==> config.mk <==
export PLATFORM = sky130hd
export DESIGN_NAME = gray_ptr_rx
export DESIGN_NICKNAME = d
export VERILOG_FILES = /design/src/rtl/gray_ptr_rx.sv
export SDC_FILE = /design/constraint.sdc
export NUM_CORES = 1
export LEC_CHECK = 0
export CORE_ASPECT_RATIO = 0.5
export CORE_UTILIZATION = 37
export CTS_CLUSTER_SIZE = 24
export DETAILED_ROUTE_END_ITERATION = 10
export SYNTH_ARGS = -nofsm -noshare
export SYNTH_HDL_FRONTEND = slang
export SYNTH_SLANG_ARGS = --single-unit
export TNS_END_PERCENT = 20
==> constraint.sdc <==
create_clock -name clk -period 3.1 [get_ports clk]
set_input_delay 0.62 -clock clk [delete_from_list [all_inputs] [get_ports clk]]
set_output_delay 0.62 -clock clk [all_outputs]
set_load 0.1 [all_outputs]
==> src/rtl/gray_ptr_rx.sv <==
// Receive side of a Gray-coded pointer crossing: 2-flop synchroniser, Gray-to-binary
// conversion, and inc/dec/illegal-change classification with sticky and counted errors.
module gray_ptr_rx #(
  parameter int W   = 4,
  parameter int ECW = 8
) (
  input  logic           clk,
  input  logic           rst_n,
  input  logic [W-1:0]   gray_in,
  input  logic           err_clr,
  output logic [W-1:0]   bin_out,
  output logic           bin_valid,
  output logic           inc,
  output logic           dec,
  output logic           err,
  output logic           err_sticky,
  output logic [ECW-1:0] err_cnt
);

  typedef enum logic {INIT, TRACK} state_t;

  state_t           state_reg, state_next;
  logic [W-1:0]     sync1_reg, sync2_reg;
  logic             fill1_reg, fill2_reg;
  logic [W-1:0]     prev_gray_reg, prev_gray_next;
  logic [W-1:0]     bin_reg, bin_next;
  logic             valid_reg, valid_next;
  logic             inc_reg, inc_next;
  logic             dec_reg, dec_next;
  logic             err_reg, err_next;
  logic             sticky_reg, sticky_next;
  logic [ECW-1:0]   cnt_reg, cnt_next;

  logic [W-1:0]     conv_new, conv_prev, diff;
  logic             no_change, multi_change;

  // Binary bit i is the XOR of all Gray bits from the MSB down to i.
  genvar gi;
  generate
    for (gi = 0; gi < W; gi++) begin : g_conv
      assign conv_new[gi]  = ^sync2_reg[W-1:gi];
      assign conv_prev[gi] = ^prev_gray_reg[W-1:gi];
    end
  endgenerate

  assign diff         = sync2_reg ^ prev_gray_reg;
  assign no_change    = (diff == '0);
  assign multi_change = ((diff & (diff - W'(1))) != '0);

  always_ff @(posedge clk or negedge rst_n) begin
    if (!rst_n) begin
      state_reg     <= INIT;
      sync1_reg     <= '0;
      sync2_reg     <= '0;
      fill1_reg     <= 1'b0;
      fill2_reg     <= 1'b0;
      prev_gray_reg <= '0;
      bin_reg       <= '0;
      valid_reg     <= 1'b0;
      inc_reg       <= 1'b0;
      dec_reg       <= 1'b0;
      err_reg       <= 1'b0;
      sticky_reg    <= 1'b0;
      cnt_reg       <= '0;
    end else begin
      state_reg     <= state_next;
      sync1_reg     <= gray_in;
      sync2_reg     <= sync1_reg;
      fill1_reg     <= 1'b1;
      fill2_reg     <= fill1_reg;
      prev_gray_reg <= prev_gray_next;
      bin_reg       <= bin_next;
      valid_reg     <= valid_next;
      inc_reg       <= inc_next;
      dec_reg       <= dec_next;
      err_reg       <= err_next;
      sticky_reg    <= sticky_next;
      cnt_reg       <= cnt_next;
    end
  end

  always_comb begin
    state_next     = state_reg;
    prev_gray_next = prev_gray_reg;
    bin_next       = bin_reg;
    valid_next     = valid_reg;
    inc_next       = 1'b0;
    dec_next       = 1'b0;
    err_next       = 1'b0;
    sticky_next    = sticky_reg;
    cnt_next       = cnt_reg;

    if (err_clr) begin
      sticky_next = 1'b0;
      cnt_next    = '0;
    end

    case (state_reg)
      // Baseline is taken only once sync2 holds a real sample, not its reset zero,
      // so reset release never looks like a jump from 0.
      INIT: begin
        if (fill2_reg) begin
          prev_gray_next = sync2_reg;
          bin_next       = conv_new;
          valid_next     = 1'b1;
          state_next     = TRACK;
        end
      end
      TRACK: begin
        if (!no_change) begin
          prev_gray_next = sync2_reg;
          if (multi_change) begin
            err_next    = 1'b1;
            sticky_next = 1'b1;
            if (err_clr)
              cnt_next = ECW'(1);
            else if (cnt_reg != '1)
              cnt_next = cnt_reg + ECW'(1);
          end else begin
            bin_next = conv_new;
            // Direction is judged against the Gray baseline, which after an error
            // differs from the held bin_out.
            if (conv_new == conv_prev + W'(1))
              inc_next = 1'b1;
            else
              dec_next = 1'b1;
          end
        end
      end
      default: state_next = INIT;
    endcase
  end

  assign bin_out    = bin_reg;
  assign bin_valid  = valid_reg;
  assign inc        = inc_reg;
  assign dec        = dec_reg;
  assign err        = err_reg;
  assign err_sticky = sticky_reg;
  assign err_cnt    = cnt_reg;

endmodule

==> flow_summary.json, run 1 <==
{
  "tns_ns": 0,
  "drt-met1-wl_um": 1350,
  "grt-ovfl-total": 0,
  "netlist.area_leader.share": 0.544,
  "post_cts_resized": 0,
  "dp_slack_ns": 0.963,
  "start_util": 0.407,
  "worstMarginPinSlew_ns": 0.926,
  "die_width_um": 91.2,
  "rsz0062_at_grt": "no",
  "dr.pass1.iters": 4,
  "final-setup-viol-count": 0,
  "finalHoldViolations": 0,
  "numCtsBuffers": 5,
  "nets": 161,
  "h-tree-depth": 2,
  "timing.hold.ws_ns": 0.348,
  "fin_worst_skew_ns": 0.00437,
  "die-area_mm2": 0.00425,
  "rows": 15,
  "ys_top_cells_by_area": "dfrtp_1 (54%), mux2_2 (6.1%), xnor2_1 (4.2%)",
  "via_per_inst": 5.12,
  "post_cts_buffers": 0,
  "drt-total-wl_um": 2730,
  "wl_per_cell_um": 13.3,
  "clk_pin_slew_ns": 0.07,
  "path_max_fanout": 14,
  "drc": 0,
  "syn_inst": 130,
  "core_mm2": 0.00362,
  "p_total_mw": 1.39,
  "cts.sinks": 32,
  "seq_area_frac_synth": 0.544,
  "avgSynthCellArea_um2": 11.3,
  "hp-class": "register to register",
  "status": "completed",
  "first_global_vias": 980,
  "critPathLaunchType": "register",
  "ys_ff_latch": 32,
  "crit_type": "register to register",
  "die_h_um": 46.6,
  "leakage_nw": 0.766,
  "portBuffers": 23,
  "synth_flop_cell": "dfrtp_1",
  "yosysUniqueCellTypes": 34,
  "grt_pass1_wl_um": 4650,
  "largest_reg_flops": 8,
  "antenna_found_initial": 0,
  "area_delta_synth_final_pct": 20.6,
  "synth_edf_count": 0,
  "ctsRootBufferMaster": "clkbuf_8",
  "maxCapViolCount": 0,
  "cts_max_path_buffers": 2,
  "grt_max_degree": 33,
  "cts_hold_buf": 0,
  "grt_usage": 0.152,
  "ant_nets": 0,
  "slew_violations": 0,
  "worstPathRequired_ns": 3.25,
  "via_count": 1049,
  "ios": 24,
  "antenna-diode-count": 0,
  "cp-end-kind": "register",
  "arrival_ns": 2.31,
  "vdd_drop_max_uv": 383,
  "cts_tree": "built",
  "slew_headroom": 0.378,
  "gp_congestion": 0.810,
  "period_minus_slack_ns": 2.16,
  "yosysWarningCount": 0,
  "wl_met2_um": 1170,
  "drt_iter0_markers": 49,
  "fmax_mhz": 463,
  "top_layer": "met4",
  "fillers": 322,
  "yosysTopAreaCell": "dfrtp_1",
  "async_flop_share": 1.00,
  "synth_area_mm2": 0.00147,
  "clkLatencyLatePin_ns": 0.28,
  "syn-num-nets": 138,
  "routed-wl-met3_um": 164,
  "p_per_area_mw_per_mm2": 780,
  "post-route-period-util": 0.697,
  "fin_ws_ns": 0.939,
  "drive_gt1_frac": 0.240,
  "dp_hpwl_um": 1860
}
## worst max-delay path, stage by stage, from the launching register on
cell     delay [ns]
dfrtp_1        0.47
xor2_1         0.21
maj3_1         0.38
o21ai_2        0.43
inv_1          0.20
a41oi_1        0.25
nor3_1         0.07
## per-layer routing
metal  up-vias  global-route usage
met5         -                   0
met4         0              0.0762
met3         5              0.0594
met2        34               0.220
met1       506               0.200
li1        504                   -
## cells in the mapped netlist, drive strengths merged (3+ instances only)
| library cell | instances |
|---|---|
| mux2 | 8 |
| buf | 8 |
| o21ai | 4 |
| nand4 | 3 |
| xor2 | 7 |
| xnor2 | 7 |
| dfrtp | 32 |
| inv | 8 |
| o31ai | 3 |
| nor2 | 10 |
| a21oi | 6 |
| nor3 | 6 |
| nand2 | 3 |
| or4 | 4 |
## through the flow
step / std cells / util / instance area [µm²]
6_report: 205 / 0.490 / 1780
5_1_grt: 205 / 0.490 / 1780
3_5_place_dp: 197 / 0.460 / 1670
2_1_floorplan: 130 / - / 1470
4_1_cts: 205 / 0.490 / 1780
3_3_place_gp: 197 / 0.460 / 1670
## layout by cell type (no fill, tap or decap), types with 4 or more instances in the layout
cell type,instances
dfrtp_1,32
buf_4,18
nor2_1,10
inv_1,8
mux2_2,8
xor2_1,7
xnor2_1,7
nor3_1,6
a21oi_1,6
clkdlybuf4s50_1,6
clkbuf_8,5
or4_1,4
## final timing paths
| path | startpoint | end | slack (ns) | depth (start not counted) |
|---|---|---|---|---|
| setup / recovery | sync2_reg[2] | err_cnt[4] | 0.94 | 6 |
| hold / removal | fill1_reg | fill2_reg | 0.35 | 0 |
| setup reg to reg | sync2_reg[2] | err_cnt[4] | 0.94 | 6 |
| hold reg to reg | fill1_reg | fill2_reg | 0.35 | 0 |
| max in group asynchronous | rst_n | bin_out[1] | 2.09 | 2 |
| min in group asynchronous | rst_n | sync2_reg[2] | 0.73 | 2 |
## kinds of logic after synthesis
kind of cell | Yosys count | synth area share
AOI/OAI and AO/OA | 25 | 0.118
xor gates and xnor gates | 14 | 0.0833
adders and majority gates | 2 | 0.0153
buffers and inverters | 16 | 0.0637
DFF | 32 | 0.544
muxes | 8 | 0.0612
other | 1 | 0.00255
and+or+nand+nor | 32 | 0.112
## area by class of cell
cell class,instances,area [µm²],area share
clock inverter,2,35.0,0.0197
tap,51,63.8,0.0359
multi-input combinational,82,578,0.326
clock buffer,6,72.6,0.0409
timing repair buffer,24,195,0.110
sequential,32,801,0.451
inverter,8,30.0,0.0169
## power by group
| part | total [mW] | internal (mW) | switching (mW) |
|---|---|---|---|
| logic | 0.491 | 0.115 | 0.376 |
| clock network | 0.388 | 0.238 | 0.150 |
| registers | 0.506 | 0.466 | 0.0404 |
| total | 1.39 | 0.819 | 0.567 |
Power figures use the tool's default switching activity.
==> run 2: changes to the inputs <==
- clock period: 3.1 -> 2.1 ns (I/O delays scaled with it)
==> flow_summary.json, run 2 (synthesis results as in run 1) <==
{
  "layout.cells.non_filler": 213,
  "leakage_nw": 0.795,
  "vdd_drop_max_uv": 427,
  "nets": 169,
  "final-setup-viol-count": 0,
  "first_global_vias": 1002,
  "cts_max_path_buffers": 2,
  "ctsRootBufferMaster": "clkbuf_8",
  "largest_reg_flops": 8,
  "dp_hpwl_um": 1980,
  "critPathLaunchType": "register",
  "finalHoldViolations": 0,
  "antenna-diode-count": 0,
  "die_width_um": 91.2,
  "cts.sinks": 32,
  "dpl.cell_count": 205,
  "core_mm2": 0.00362,
  "arrival_ns": 2.09,
  "post-route-period-util": 0.923,
  "switching_share": 0.422,
  "cts_tree": "built",
  "die_h_um": 46.6,
  "p_switching_uw": 832,
  "tns_ns": 0,
  "start_util": 0.407,
  "slew_violations": 0,
  "p_total_mw": 1.97,
  "p_per_area_mw_per_mm2": 1070,
  "worstPathRequired_ns": 2.25,
  "final_common_cell": "dfrtp_1",
  "layout_common_cells": "dfrtp_1 (27), buf_4 (26), nor2_1 (10)",
  "p_clk_frac": 0.241,
  "drc": 0,
  "cts_hold_buf": 0,
  "clkLatencyLatePin_ns": 0.28,
  "rsz0062_at_grt": "no",
  "drt_iter0_markers": 30,
  "gp_congestion": 0.799,
  "crit_type": "register to register",
  "portBuffers": 23,
  "crit_path_top_delay_cell": "dfrtp_1",
  "pwr-share-seq": 0.379,
  "clk_pin_slew_ns": 0.07,
  "maxCapViolCount": 0,
  "hp-class": "register to register",
  "critPathBufInv": 1,
  "fmax_mhz": 516,
  "drive_gt1_frac": 0.309,
  "cellInternalPower_mw": 1.14,
  "ios": 24,
  "ant_nets": 0,
  "antenna_found_initial": 0,
  "die-area_mm2": 0.00425,
  "wl_per_cell_um": 12.7,
  "period_minus_slack_ns": 1.94,
  "max_stage_delay_ns": 0.47,
  "numCtsBuffers": 5,
  "status": "completed",
  "area_delta_synth_final_pct": 24.9,
  "comb_power_share": 0.380,
  "cp-end-kind": "register",
  "critPathTopFamily": "compound AO/OA/AOI/OAI gates",
  "grt-ovfl-total": 0,
  "rows": 15,
  "fin_worst_skew_ns": 0.00816,
  "path_max_fanout": 11,
  "grt_max_degree": 33,
  "worstPathCellList": "xor2_1 > maj3_1 > o21ai_4 > inv_1 > a41oi_1 > nor3_1",
  "via_count": 1041,
  "h-tree-depth": 2,
  "grt_usage": 0.149,
  "via_per_inst": 4.89,
  "post_cts_buffers": 0,
  "dr.pass1.iters": 4,
  "drt-total-wl_um": 2710,
  "grt_pass1_wl_um": 4690
}
[run 2: power by group through the flow]
| stage | clock network, mW | logic [mW] | registers (mW) |
|---|---|---|---|
| 6_report | 0.476 | 0.750 | 0.747 |
| 5_1_grt | 0.524 | 0.786 | 0.757 |
| 3_5_place_dp | 0 | 0.746 | 0.760 |
| 4_1_cts | 0.495 | 0.749 | 0.748 |
| 2_1_floorplan | 0 | 0.173 | 1.17 |
| 3_3_place_gp | 0 | 0.743 | 0.752 |
[run 2: final cells by class]
type	count	area (µm²)
Multi-Input combinational cell	82	593
Inverter	8	30.0
Tap cell	51	63.8
Clock buffer	8	90.1
Timing Repair Buffer	32	255
Sequential cell	32	807
Fill cell	318	1780
[run 2: metrics by stage]
| stage | setup slack (ns) | instance area, µm² | hold WS, ns | utilization |
|---|---|---|---|---|
| global route | 0.0259 | 1840 | 0.353 | 0.508 |
| detailed placement | 0.0992 | 1730 | 0.338 | 0.479 |
| CTS | 0.0976 | 1820 | 0.348 | 0.504 |
| global placement | 0.155 | 1730 | 0.334 | 0.479 |
| finish | 0.162 | 1840 | 0.344 | 0.508 |
| floorplan | 0.0262 | 1480 | 0.124 | - |
[run 2: routing by layer]
layer / up-vias / wire length, µm / GRT usage
met2: 14 / 1280 / 0.252
met5: - / 0 / 0
met3: 0 / 85 / 0.0495
met4: 0 / 0 / 0.0381
li1: 515 / - / -
met1: 512 / 1340 / 0.191
[run 2: repair_timing]
action / CTS / global route
endpoints found under the setup margin: 0 / 6
hold endpoints to repair: 0 / 0
resized for setup: 0 / 2
[run 2: worst paths after layout]
kind / end / depth (start not counted) / slack [ns] / start
worst max register to register: err_cnt[4] / 6 / 0.16 / prev_gray_reg[2]
worst min register to register: sync2_reg[1] / 0 / 0.34 / sync1_reg[1]
min in group asynchronous: err_sticky / 2 / 0.53 / rst_n
worst min-delay path: sync2_reg[1] / 0 / 0.34 / sync1_reg[1]
max in group asynchronous: err_cnt[3] / 2 / 1.26 / rst_n
worst max-delay path: err_cnt[4] / 6 / 0.16 / prev_gray_reg[2]
==> run 3: changes to the inputs <==
==> constraint.sdc (replaced) <==
create_clock -name clk -period 2.1 [get_ports clk]
set_input_delay 0.42 -clock clk [delete_from_list [all_inputs] [get_ports clk]]
set_output_delay 0.42 -clock clk [all_outputs]
set_load 0.02 [all_outputs]
==> flow_summary.json, run 3 (synthesis results as in run 1) <==
{
  "crit_type": "register to register",
  "die_width_um": 91.2,
  "drc": 0,
  "tns_ns": 0,
  "finalHoldViolations": 0,
  "r2r-end": "bin_out[2]",
  "reg2reg_slack_ns": 0.16,
  "cp-end-kind": "register",
  "grt_max_degree": 33,
  "cts_hold_buf": 0,
  "die-area_mm2": 0.00425,
  "fmax_mhz": 517,
  "post-route-period-util": 0.922,
  "die_h_um": 46.6,
  "slew_violations": 0,
  "fillers": 327,
  "final_common_cell": "dfrtp_1",
  "ant_nets": 0,
  "antenna_found_initial": 0,
  "gp_congestion": 0.869,
  "rsz0062_at_grt": "no",
  "drt-total-wl_um": 2780,
  "critPathBufInv": 0,
  "start_util": 0.407,
  "h-tree-depth": 2,
  "p_per_area_mw_per_mm2": 854,
  "first_global_vias": 1006,
  "critPathLaunchType": "register",
  "reg2reg_depth": 5,
  "leakage_nw": 0.770,
  "max_stage_delay_ns": 0.51,
  "maxCapViolCount": 0,
  "drive_gt1_frac": 0.175,
  "via_count": 1043,
  "area_delta_synth_final_pct": 26.1,
  "grt_usage": 0.149,
  "r2r_start": "sync2_reg[3]",
  "via_per_inst": 4.94,
  "hold_path_end": "fill2_reg",
  "wl_per_cell_um": 13.2,
  "clkLatencyLatePin_ns": 0.27,
  "final-setup-viol-count": 0,
  "cp.depth": 5,
  "clk_pin_slew_ns": 0.06,
  "dr.pass1.iters": 4,
  "critPathTopFamily": "compound AO/OA/AOI/OAI gates",
  "cts.sinks": 32,
  "rows": 15,
  "portBuffers": 23,
  "path_max_fanout": 9,
  "status": "completed",
  "largest_reg_flops": 8,
  "cts_tree": "built",
  "arrival_ns": 2.10,
  "nets": 168,
  "worstPathRequired_ns": 2.26,
  "grt_pass1_wl_um": 4660,
  "core_mm2": 0.00362,
  "whs_path_depth": 0,
  "drt_iter0_markers": 56,
  "layout_common_cells": "dfrtp_1 (31), clkdlybuf4s50_1 (23), nor2_1 (10)",
  "crit_path_top_delay_cell": "dfrtp_1",
  "dp_hpwl_um": 1960,
  "ios": 24,
  "period_minus_slack_ns": 1.94,
  "fin_worst_skew_ns": 0.00294,
  "ff_latch_area_um2": 802,
  "ctsRootBufferMaster": "clkbuf_8",
  "grt-ovfl-total": 0,
  "critPathLaunch": "sync2_reg[3]",
  "timing.hold.ws_ns": 0.347,
  "hp-class": "register to register",
  "numCtsBuffers": 5,
  "vdd_drop_max_uv": 304,
  "hold_path.startpoint": "fill1_reg",
  "antenna-diode-count": 0,
  "multi_input_area_um2": 593,
  "cts_max_path_buffers": 2,
  "worstPathCellList": "xor2_1 > o21ai_0 > o311ai_1 > a31o_2 > mux2_2",
  "final_util": 0.513
}
run 3: through the flow:
step | cell area (µm²) | instances | setup WS [ns] | total power [mW]
after global placement | 1760 | 203 | 0.135 | 1.15
after detailed placement | 1760 | 203 | 0.0655 | 1.16
after floorplan | 1470 | 130 | 0.286 | 0.984
final | 1860 | 211 | 0.165 | 1.59
after global routing | 1860 | 211 | 0.0128 | 1.67
after CTS | 1830 | 210 | 0.0553 | 1.60
run 3: repair_timing:
| item | in CTS | in global routing |
|---|---|---|
| buffers inserted | 0 | 1 |
| setup endpoints to repair | 0 | 7 |
| gates resized for setup | 0 | 3 |
run 3: worst max-delay path by stage:
| stage | slack, ns | endpoint |
|---|---|---|
| global placement | 0.14 | bin_out[1] |
| detailed placement | 0.07 | err_cnt[4] |
| floorplan | 0.29 | err_cnt[3] |
| CTS | 0.06 | err_cnt[7] |
| finish | 0.16 | bin_out[2] |
| global route | 0.01 | bin_out[0] |
run 3: layout make-up:
| type | instances | area share |
|---|---|---|
| clock buffers | 6 | 0.0391 |
| clock inverters | 1 | 0.00270 |
| inverters | 8 | 0.0162 |
| multi-input cells | 82 | 0.319 |
| flip-flops and latches | 32 | 0.432 |
| well taps | 51 | 0.0344 |
| repair buffers | 31 | 0.156 |
run 3: report_power, final:
| group | leakage (nW) | total (mW) | switching [mW] | internal (mW) |
|---|---|---|---|---|
| Combinational | 0.345 | 0.413 | 0.206 | 0.207 |
| Clock | 0.0410 | 0.429 | 0.205 | 0.225 |
| Sequential | 0.384 | 0.744 | 0.0562 | 0.688 |
run 3: routing by layer:
layer	GRT usage	vias to the layer above	wire length, µm
met2	0.232	16	1210
met5	0	-	0
met4	0.0794	0	36
met3	0.0495	5	100
li1	-	512	-
met1	0.190	510	1430
